`src/rtl/alu_mc.sv`:
```
// alu_mc: multi-cycle ALU for the RISC Mini execute stage.
// Single-cycle ops register their result on the accept edge. MUL and
// DIVU/REMU iterate one bit per cycle through a shared hi/lo register pair.
//
// Handshake: a transfer happens on a rising edge where valid && ready are
// both high. Input side: in_valid/in_ready, where op, a and b are sampled on
// that edge and the producer holds them stable until then. Output side:
// out_valid/out_ready, where result and cc stay stable while out_valid is
// high until out_ready is seen.
module alu_mc #(
    parameter int WIDTH = 32,
    parameter int CNT_W = $clog2(WIDTH) + 1
) (
    input  logic             clk,
    input  logic             rst_n,
    input  logic             in_valid,
    output logic             in_ready,
    input  logic [3:0]       op,
    input  logic [WIDTH-1:0] a,
    input  logic [WIDTH-1:0] b,
    output logic             out_valid,
    input  logic             out_ready,
    output logic [WIDTH-1:0] result,
    output logic [3:0]       cc,
    output logic             busy
);

    localparam logic [1:0] IDLE = 2'd0;
    localparam logic [1:0] CALC = 2'd1;
    localparam logic [1:0] DONE = 2'd2;

    localparam logic [3:0] OP_ADD  = 4'd0;
    localparam logic [3:0] OP_SUB  = 4'd1;
    localparam logic [3:0] OP_MUL  = 4'd2;
    localparam logic [3:0] OP_AND  = 4'd3;
    localparam logic [3:0] OP_OR   = 4'd4;
    localparam logic [3:0] OP_XOR  = 4'd5;
    localparam logic [3:0] OP_NOT  = 4'd6;
    localparam logic [3:0] OP_BEQ  = 4'd7;
    localparam logic [3:0] OP_BNE  = 4'd8;
    localparam logic [3:0] OP_BLT  = 4'd9;
    localparam logic [3:0] OP_BLE  = 4'd10;
    localparam logic [3:0] OP_BGT  = 4'd11;
    localparam logic [3:0] OP_BGE  = 4'd12;
    localparam logic [3:0] OP_DIVU = 4'd13;
    localparam logic [3:0] OP_REMU = 4'd14;

    logic [1:0]       state;
    logic [CNT_W-1:0] counter;
    logic [3:0]       op_q;
    // MUL: opd = multiplicand, hi = partial product high, lo = multiplier/product low.
    // DIV: opd = divisor, hi = partial remainder, lo = dividend shifting into quotient.
    logic [WIDTH-1:0] opd;
    logic [WIDTH-1:0] hi;
    logic [WIDTH-1:0] lo;

    logic             accept;
    logic             is_div;
    logic             multi;

    logic [WIDTH-1:0] sum;
    logic [WIDTH-1:0] diff;
    logic             add_ov;
    logic             sub_ov;
    logic             borrow;
    logic             lt_s;
    logic             z_f;
    logic [WIDTH-1:0] sc_result;
    logic [3:0]       sc_cc;

    logic [WIDTH:0]   mul_sum;
    logic [WIDTH:0]   div_shift;
    logic [WIDTH:0]   div_trial;
    logic             div_ge;
    logic [WIDTH-1:0] step_hi;
    logic [WIDTH-1:0] step_lo;

    assign in_ready  = (state == IDLE) || ((state == DONE) && out_ready);
    assign accept    = in_valid && in_ready;
    assign out_valid = (state == DONE);
    assign busy      = (state == CALC);

    // Divide by zero short-circuits to the single-cycle path.
    assign is_div = (op == OP_DIVU) || (op == OP_REMU);
    assign multi  = (op == OP_MUL) || (is_div && (b != '0));

    assign sum    = a + b;
    assign diff   = a - b;
    assign add_ov = (a[WIDTH-1] == b[WIDTH-1]) && (sum[WIDTH-1] != a[WIDTH-1]);
    assign sub_ov = ((a[WIDTH-1] ^ b[WIDTH-1]) & (a[WIDTH-1] ^ diff[WIDTH-1]));
    assign borrow = (a < b);
    assign lt_s   = diff[WIDTH-1] ^ sub_ov;
    assign z_f    = (diff == '0);

    // Result and condition codes for every op that completes on the accept edge.
    always_comb begin
        sc_result = '0;
        sc_cc     = 4'b0000;
        case (op)
            OP_ADD:  begin sc_result = sum;  sc_cc = {2'b00, add_ov, 1'b0}; end
            OP_SUB:  begin sc_result = diff; sc_cc = {1'b0, borrow, sub_ov, 1'b0}; end
            OP_AND:  sc_result = a & b;
            OP_OR:   sc_result = a | b;
            OP_XOR:  sc_result = a ^ b;
            OP_NOT:  sc_result = ~a;
            OP_BEQ:  sc_cc = {3'b000, z_f};
            OP_BNE:  sc_cc = {3'b000, ~z_f};
            OP_BLT:  sc_cc = {3'b000, lt_s};
            OP_BLE:  sc_cc = {3'b000, lt_s | z_f};
            OP_BGT:  sc_cc = {3'b000, ~(lt_s | z_f)};
            OP_BGE:  sc_cc = {3'b000, ~lt_s};
            OP_DIVU: begin sc_result = '1; sc_cc = 4'b1000; end
            OP_REMU: begin sc_result = a;  sc_cc = 4'b1000; end
            default: begin sc_result = '0; sc_cc = 4'b0000; end
        endcase
    end

    // One shift-add multiply step or one restoring-division step.
    always_comb begin
        mul_sum   = {1'b0, hi} + {1'b0, (lo[0] ? opd : {WIDTH{1'b0}})};
        div_shift = {hi, lo[WIDTH-1]};
        div_trial = div_shift - {1'b0, opd};
        div_ge    = ~div_trial[WIDTH];
        if (op_q == OP_MUL) begin
            step_hi = mul_sum[WIDTH:1];
            step_lo = {mul_sum[0], lo[WIDTH-1:1]};
        end else begin
            step_hi = div_ge ? div_trial[WIDTH-1:0] : div_shift[WIDTH-1:0];
            step_lo = {lo[WIDTH-2:0], div_ge};
        end
    end

    // Control FSM plus datapath registers; reset aborts any op in flight.
    always_ff @(posedge clk or negedge rst_n) begin
        if (!rst_n) begin
            state   <= IDLE;
            counter <= '0;
            op_q    <= 4'd0;
            opd     <= '0;
            hi      <= '0;
            lo      <= '0;
            result  <= '0;
            cc      <= 4'b0000;
        end else begin
            case (state)
                CALC: begin
                    hi      <= step_hi;
                    lo      <= step_lo;
                    counter <= counter - CNT_W'(1);
                    if (counter == CNT_W'(1)) begin
                        state <= DONE;
                        if (op_q == OP_MUL) begin
                            result <= step_lo;
                            cc     <= {2'b00, |step_hi, 1'b0};
                        end else begin
                            result <= (op_q == OP_REMU) ? step_hi : step_lo;
                            cc     <= 4'b0000;
                        end
                    end
                end
                IDLE, DONE: begin
                    if (accept) begin
                        op_q <= op;
                        if (multi) begin
                            state   <= CALC;
                            counter <= CNT_W'(WIDTH);
                            hi      <= '0;
                            if (op == OP_MUL) begin
                                opd <= a;
                                lo  <= b;
                            end else begin
                                opd <= b;
                                lo  <= a;
                            end
                        end else begin
                            state  <= DONE;
                            result <= sc_result;
                            cc     <= sc_cc;
                        end
                    end else if ((state == DONE) && out_ready) begin
                        state <= IDLE;
                    end
                end
                default: state <= IDLE;
            endcase
        end
    end

endmodule

```
`config.mk`:
```
export PLATFORM = sky130hd
export DESIGN_NAME = alu_mc
export DESIGN_NICKNAME = d
export VERILOG_FILES = /design/src/rtl/alu_mc.sv
export SDC_FILE = /design/constraint.sdc
export NUM_CORES = 1
export LEC_CHECK = 0
export ABC_CLOCK_PERIOD_IN_PS = 5000
export CORE_MARGIN = 1
export CORE_UTILIZATION = 50
export CTS_CLUSTER_DIAMETER = 60
export DETAILED_ROUTE_END_ITERATION = 16
export GPL_TIMING_DRIVEN = 1
export MAX_ROUTING_LAYER = met4
export PLACE_DENSITY = 0.67
export SYNTH_ARGS = -nofsm -noshare
export SYNTH_HDL_FRONTEND = slang
export SYNTH_SLANG_ARGS = --single-unit
```
`constraint.sdc`:
```
create_clock -name clk -period 5 [get_ports clk]
set_input_delay 0.75 -clock clk [delete_from_list [all_inputs] [get_ports clk]]
set_output_delay 0.75 -clock clk [all_outputs]
set_load 0.01 [all_outputs]
```
==> results summary, run 1 <==
The total of buffers placed on input and output ports came out at 110. The setup skew after layout is 0.00757 ns. STA classifies the critical path endpoint as a flip-flop. The final-report hold violation count came out at 0. The total power consumption of the routed design came out at 10,700 uW.

Clock latency on the worst-skew pair, taken at its later pin, is 0.44 ns. In this run, synthesis inferred 0 flip-flops with an integrated enable. The final design utilization is 0.643. The leakage component of the power came out at 0.0105 uW. Counting stages on the worst path, the most repeated cell is sky130_fd_sc_hd__nor2_1. Of all cell types, the one taking the most synthesized area is sky130_fd_sc_hd__dfrtp_1.

The Yosys warning count came out at 0. The total iterations of the first detailed-routing run came out at 7. The stage delay of the slowest cell on the critical path is 0.55 ns. The final reports fail on negative setup slack. STA classifies the critical path startpoint as an input pin. The placer's final routability congestion estimate is 1.03. The critical path is of the input pin to flip-flop type. In this run the worst hold path is classified as input pin to async pin.

After technology mapping, the gate count stands at 2,535. The synthesized net count came out at 2,774. The power density over cell area is 469 mW/mm^2.

The width of the die is 192 um. A synthesized cell averages 7.10 um^2. CTS placed an instance of sky130_fd_sc_hd__clkbuf_16 at the clock tree root. Setup repair after global routing could not meet its margin everywhere. The maximum clock frequency came out at 190 MHz. The final period demand of the worst path came out at 5.27 ns. The overall track demand over capacity in global routing came out at 0.416. TritonCTS built the clock tree. Timing analysis after detailed placement gives a worst setup slack of -1.38 ns.

Max-cap violations in this run came to 0. Dividing the detail-routed wire length by the instance count gives 22.7 um. The netlist area before placement came out at 0.0180 mm^2.

The buffer levels on the longest clock path came out at 2. The final net count came out at 3,054. The critical path data arrival time is 5.63 ns. The die area came out at 0.0368 mm^2. The height of the die came out at 192 um. The biggest fanout along the worst timing path came out at 4. The HPWL after detailed placement is 57.4 mm. The effective utilization at floorplan is 0.507. Summing over every cut layer, the via total after detailed routing is 21,065. Wires add up to 74.6 mm.

Ranked by total cell area, the synthesized netlist is headed by sky130_fd_sc_hd__dfrtp_1 (20%), sky130_fd_sc_hd__ha_1 (11%), sky130_fd_sc_hd__a21oi_1 (7.4%). The library cell with the highest instance count after synthesis is sky130_fd_sc_hd__nand2_1. 0 antenna diodes ended up in the layout. The area growth from synthesis to layout is 26.7%. The number of instances in the placed design is 3,238. The depth of the CTS H-tree is 4. After synthesis, the netlist uses 99 different library cells. The floorplan has 69 rows. After the first detailed-routing iteration, the DRC count stood at 2,435. The sequential standard cell area is 0.00360 mm^2. The mean number of vias per cell is 6.40. The slowest stage of the critical path belongs to the cell sky130_fd_sc_hd__fa_1.

The proportion of netlist area held by the largest area contributor is 0.200. Clock tree synthesis inserted a total of 17 buffers. Summed over all layers, the global routing overflow is 0. The standard cell core area is 0.0355 mm^2. The tightest hold path in the finished design has a slack of 0.222 ns. In the routed design, unresolved DRC markers number 0. The max-slew violation count is 0. Among all flip-flop cells after synthesis, the most frequent one is sky130_fd_sc_hd__dfrtp_1. The fraction of final layout cells sized beyond drive strength 1 is 0.193. The final non-filler cell total is 3,289.

By count the netlist is led by sky130_fd_sc_hd__nand2_1 (339), sky130_fd_sc_hd__a21oi_1 (266), sky130_fd_sc_hd__o21ai_0 (234), sky130_fd_sc_hd__nor2_1 (211), sky130_fd_sc_hd__ha_1 (162). The required arrival time at the worst endpoint came out at 5.36 ns. The area of the multi-input gates came out at 0.0139 mm^2. The share of the clock period used by the worst path came out at 1.05. The proportion of synthesized chip area in sequential cells came out at 0.200. The number of antenna violations at the first check in global routing came to 1. The transition time of the tightest slew-check pin is 0.928 ns. The filler cells instantiated in the layout total 3,187. The worst slew slack as a fraction of its limit is 0.382. Entering global routing, the biggest net connects 129 pins. Setup violations remaining at the end of the flow were counted as 1. The top-level port count is 111. The count of nets left with antenna violations after detail routing came out at 0. The number of clock sinks came out at 144. The number of global-route vias before repair is 19,637. The share of flip-flops with an asynchronous set or reset came out at 1.00. The register bit count reported by yosys came out at 144. The maximum VDD drop came out at 0.357 mV. The run finished, with violations left. The worst setup margin came out at -0.266 ns. The global-route wire length before repair is 114 mm. The CTS clock-pin slew for the worst setup and hold paths is 0.06 ns.
==> registers in the layout, summed over array words and instances, names as in the netlist <==
register,cells
lo,32
op_q,4
cc,4
hi,32
counter,6
result,32
state,2
opd,32
==> stage by stage <==
stage,area [um^2],setup TNS (ns)
global placement,21500,-1.74
CTS,22600,-0.371
floorplan,18200,-0.356
global route,22800,-0.493
detailed placement,21500,-2.15
finish,22800,-0.266
==> final cells by class <==
type | instances | share of cell area
timing repair buffer | 425 | 0.152
tap | 461 | 0.0253
clock inverter | 9 | 0.00565
clock buffer | 23 | 0.0218
sequential | 144 | 0.158
multi-input combinational | 2074 | 0.611
inverter | 153 | 0.0262
==> cells in the final DEF (no fill, tap or decap), types with 21 or more instances in the layout <==
cell                              Yosys  final
sky130_fd_sc_hd__nand2_1            339    338
sky130_fd_sc_hd__buf_4                1    310
sky130_fd_sc_hd__a21oi_1            266    260
sky130_fd_sc_hd__o21ai_0            234    234
sky130_fd_sc_hd__nor2_1             211    203
sky130_fd_sc_hd__dfrtp_1            144    143
sky130_fd_sc_hd__ha_1               162    128
sky130_fd_sc_hd__inv_1              145    101
sky130_fd_sc_hd__nand3_1             70     70
sky130_fd_sc_hd__clkdlybuf4s50_1      0     65
sky130_fd_sc_hd__xnor2_1             55     54
sky130_fd_sc_hd__nor3_1              47     44
sky130_fd_sc_hd__a21o_1              43     43
sky130_fd_sc_hd__inv_2                6     42
sky130_fd_sc_hd__o22ai_1             42     42
sky130_fd_sc_hd__and2_1              43     41
sky130_fd_sc_hd__o211ai_1            36     36
sky130_fd_sc_hd__ha_4                 0     32
sky130_fd_sc_hd__mux2i_1             31     31
sky130_fd_sc_hd__o21bai_1            27     27
sky130_fd_sc_hd__and3_1              26     26
sky130_fd_sc_hd__nand4_1             25     25
sky130_fd_sc_hd__xor2_1              23     23
sky130_fd_sc_hd__a221o_1             22     22
sky130_fd_sc_hd__a22oi_1             21     21
sky130_fd_sc_hd__a31oi_1             22     21
==> power breakdown <==
| part | internal, uW | switching, uW | total, uW |
|---|---|---|---|
| Clock | 849 | 515 | 1360 |
| Combinational | 2990 | 4070 | 7070 |
| Sequential | 1680 | 588 | 2270 |
| Total | 5520 | 5180 | 10700 |
==> final timing paths <==
check / depth (start not counted) / slack (ns) / to / from
setup / recovery: 26 / -0.27 / cc[0]$_DFFE_PN0P_ / b[1]
hold / removal: 1 / 0.22 / hi[26]$_DFFE_PN0P_ / rst_n
setup reg to reg: 18 / 0.30 / cc[1]$_DFFE_PN0P_ / lo[31]$_DFFE_PN0P_
hold reg to reg: 2 / 0.48 / result[8]$_DFFE_PN0P_ / result[8]$_DFFE_PN0P_
max in group asynchronous: 2 / 3.66 / lo[3]$_DFFE_PN0P_ / rst_n
min in group clk: 2 / 0.48 / result[8]$_DFFE_PN0P_ / result[8]$_DFFE_PN0P_
==> critical path, delay by kind of cell <==
kind,cells,cell delay [ns]
adder cells (fa/ha/maj),2,0.76
AO/OA/AOI/OAI,11,2.06
AND/OR/NAND/NOR,10,1.66
buffers and inverters,3,0.37
==> routing by layer <==
| layer | global-route usage | routed length, um |
|---|---|---|
| met3 | 0.0484 | 6520 |
| met1 | 0.562 | 32000 |
| met4 | 0.177 | 3320 |
| met2 | 0.625 | 32700 |
| met5 | - | 0 |
==> what timing repair did <==
action,4_1_cts,5_1_grt
pin swaps,33,28
gates resized for setup,163,54
hold buffers,0,0
setup endpoints to repair,2,1
buffers inserted,13,6
==> cell families after synthesis <==
kind of cell / count (synthesis) / synth area share
simple gates: 874 / 0.227
mux: 46 / 0.0268
flops: 144 / 0.200
fa+ha+maj: 167 / 0.118
buf+inv: 317 / 0.0682
compound gates: 909 / 0.322
xor+xnor: 78 / 0.0379
No activity file was read; power rests on OpenSTA's default activity.
==> inputs of run 2 (changes only) <==
--- a/config.mk
+++ b/config.mk
@@ -6,13 +6,15 @@
 export NUM_CORES = 1
 export LEC_CHECK = 0
 export ABC_CLOCK_PERIOD_IN_PS = 5000
+export CORE_ASPECT_RATIO = 1.2
 export CORE_MARGIN = 1
-export CORE_UTILIZATION = 50
+export CORE_UTILIZATION = 45
 export CTS_CLUSTER_DIAMETER = 60
 export DETAILED_ROUTE_END_ITERATION = 16
 export GPL_TIMING_DRIVEN = 1
 export MAX_ROUTING_LAYER = met4
-export PLACE_DENSITY = 0.67
+export PLACE_DENSITY = 0.61
+export SLEW_MARGIN = 30
 export SYNTH_ARGS = -nofsm -noshare
 export SYNTH_HDL_FRONTEND = slang
 export SYNTH_SLANG_ARGS = --single-unit
==> results summary, run 2 (synthesized netlist as in run 1, its figures left out) <==
The origin of the worst setup path is b[1]. The total of buffers placed on input and output ports came out at 110. The number of cells on the worst reg-to-reg path is 18. The fraction of final layout cells sized beyond drive strength 1 is 0.158. The final routed DRC violation total came out at 0. The final net count is 3,043.

In the final routed layout, each cell accounts on average for 23.0 um. Counting along the longest clock path gives a buffer depth of 2. The number of global-route vias before repair is 19,925. Setup repair after global routing could not meet its margin everywhere. The worst setup path is captured at a flip-flop. The worst hold margin is 0.340 ns. CTS placed an instance of sky130_fd_sc_hd__clkbuf_16 at the clock tree root. For this design the ratio of total power to cell area is 476 mW/mm^2. The required arrival time at the worst endpoint came out at 5.36 ns. The area growth from synthesis to layout came out at 24.3%. The setup skew after layout came out at 0.0116 ns. Counting stages on the worst path, the most repeated cell is sky130_fd_sc_hd__nor2_1. STA classifies the critical path startpoint as an input pin. The total iterations of the first detailed-routing run is 5.

The standard cell core area came out at 0.0391 mm^2. The clock net in this run drives a total of 144 sinks. In this run the critical register-to-register path is launched from lo[31]$_DFFE_PN0P_.

TritonCTS built the clock tree. On the critical path, the stage with the largest delay is an instance of sky130_fd_sc_hd__fa_1. The count of nets left with antenna violations after detail routing is 0. The overall overflow remaining after global route is 0.

The leakage component of the power came out at 0.0103 uW. The routed wire length came out at 76.8 mm. The biggest fanout along the worst timing path is 5. The via count is 20,674. The final-report setup violation count is 1.

The clock tree synthesis step divided the H-tree into 4 levels. After layout, the minimum clock period comes to 5.66 ns. The CTS clock-pin slew for the worst setup and hold paths came out at 0.06 ns. The final instance area came out at 0.0224 mm^2. Routability-driven placement finished with a final weighted congestion of 1.00. After legalization and detailed placement, the total HPWL measured 60.4 mm. The run finished, with violations left.

The width of the die is 185 um. The repair_antennas step left the layout with diodes totalling 0. The final design utilization is 0.572. The global-route wire length before repair came out at 117 mm. The share of the clock period used by the worst path is 1.13. Headroom to the max-slew limit came out at 0.383. The detailed router finished its first iteration with 1,937 violations. The cell area after placement came out at 0.0217 mm^2. The tool flagged a number of max-cap violations equal to 0.

The initial utilization of the core area, before any placement, comes to 0.460. In this run, post-CTS hold repair placed 0 buffers. The number of buffers inserted during clock tree synthesis came out at 17. The slack of the worst reg-to-reg path came out at 0.26 ns. The max-slew violation count was 0. In the routed layout, each cell is associated on average with a via count of 6.18. The height of the die is 221 um.

Based on the critical path, the design can be clocked at up to 177 MHz. The final-report hold violation count is 0. The worst setup margin came out at -0.665 ns. Leaving out fill and tap cells, the most frequent cell in the layout is sky130_fd_sc_hd__nand2_1.

In this run the worst hold path is classified as input pin to async pin. The stage delay of the slowest cell on the critical path came out at 0.59 ns. The transition time of the tightest slew-check pin came out at 0.925 ns.

The die covers 0.0408 mm^2. In the layout the commonest cells are sky130_fd_sc_hd__nand2_1 (338), sky130_fd_sc_hd__buf_4 (301), sky130_fd_sc_hd__a21oi_1 (265). The maximum VDD drop is 0.372 mV.

The later-pin clock latency in the skew report came out at 0.44 ns. The critical path data arrival time came out at 6.03 ns. The overall track demand over capacity in global routing is 0.386.

The top-level port count came out at 111. Entering global routing, the biggest net connects 145 pins. The number of antenna violations at the first check in global routing is 1. In this run the core area contains 79 standard-cell rows.

The checks that failed: negative setup slack. The start-to-end type of the worst setup path is input pin to flip-flop.
-- run 2: cell count changes in the layout (fill, tap and decap cells not counted), moves of 10 or more --
cell                              previous run  this run
sky130_fd_sc_hd__inv_1                     101       138
sky130_fd_sc_hd__ha_4                       32         7
sky130_fd_sc_hd__inv_2                      42        10
sky130_fd_sc_hd__ha_1                      128       154
sky130_fd_sc_hd__dlygate4sd2_1              12         2
sky130_fd_sc_hd__clkdlybuf4s50_1            65       107
-- run 2: per-stage QoR --
step	setup slack (ns)	total power, uW	std cells	setup TNS, ns
2_1_floorplan	-0.356	6560	2535	-0.356
3_3_place_gp	-1.27	8920	3311	-1.77
3_5_place_dp	-1.33	9040	3311	-1.94
4_1_cts	-0.647	10500	3343	-0.647
5_1_grt	-0.997	11300	3343	-1.07
6_report	-0.665	10600	3343	-0.665
-- run 2: power by group --
group,switching [uW],leakage [uW],internal [uW]
clock network,535,0.000305,877
registers,596,0.00178,1680
logic,4080,0.00820,2880
-- run 2: layout make-up --
type,instances,area [um^2]
Clock buffer,20,467
Timing Repair Buffer,414,3420
Inverter,153,586
Tap cell,526,658
Sequential cell,144,3600
Multi-Input combinational cell,2074,13500
Fill cell,3831,16800
Clock inverter,12,181
-- run 2: layer usage --
layer	up-vias	track usage	wire length, um
li1	9700	-	-
met1	9922	0.500	33000
met2	863	0.600	35000
met3	189	0.0390	4970
met4	0	0.179	3770
met5	-	-	0
-- run 2: final timing paths --
path | endpoint
worst min register to register | result[26]$_DFFE_PN0P_
worst max-delay path | cc[0]$_DFFE_PN0P_
worst max register to register | cc[1]$_DFFE_PN0P_
min in group clk | result[26]$_DFFE_PN0P_
max in group asynchronous | hi[3]$_DFFE_PN0P_
worst min-delay path | counter[0]$_DFFE_PN0P_
-- run 2: worst max-delay path, delay by kind of cell --
kind	cells	cell delay (ns)
mux	1	0.34
simple gates	9	1.56
compound gates	11	1.89
buf+inv	2	0.65
fa+ha+maj	2	0.85
-- run 2: what timing repair did --
action | CTS | global route
gates resized for setup | 6 | 2
pin swaps | 3 | 0
endpoints found under the setup margin | 1 | 3
buffers inserted | 0 | 0
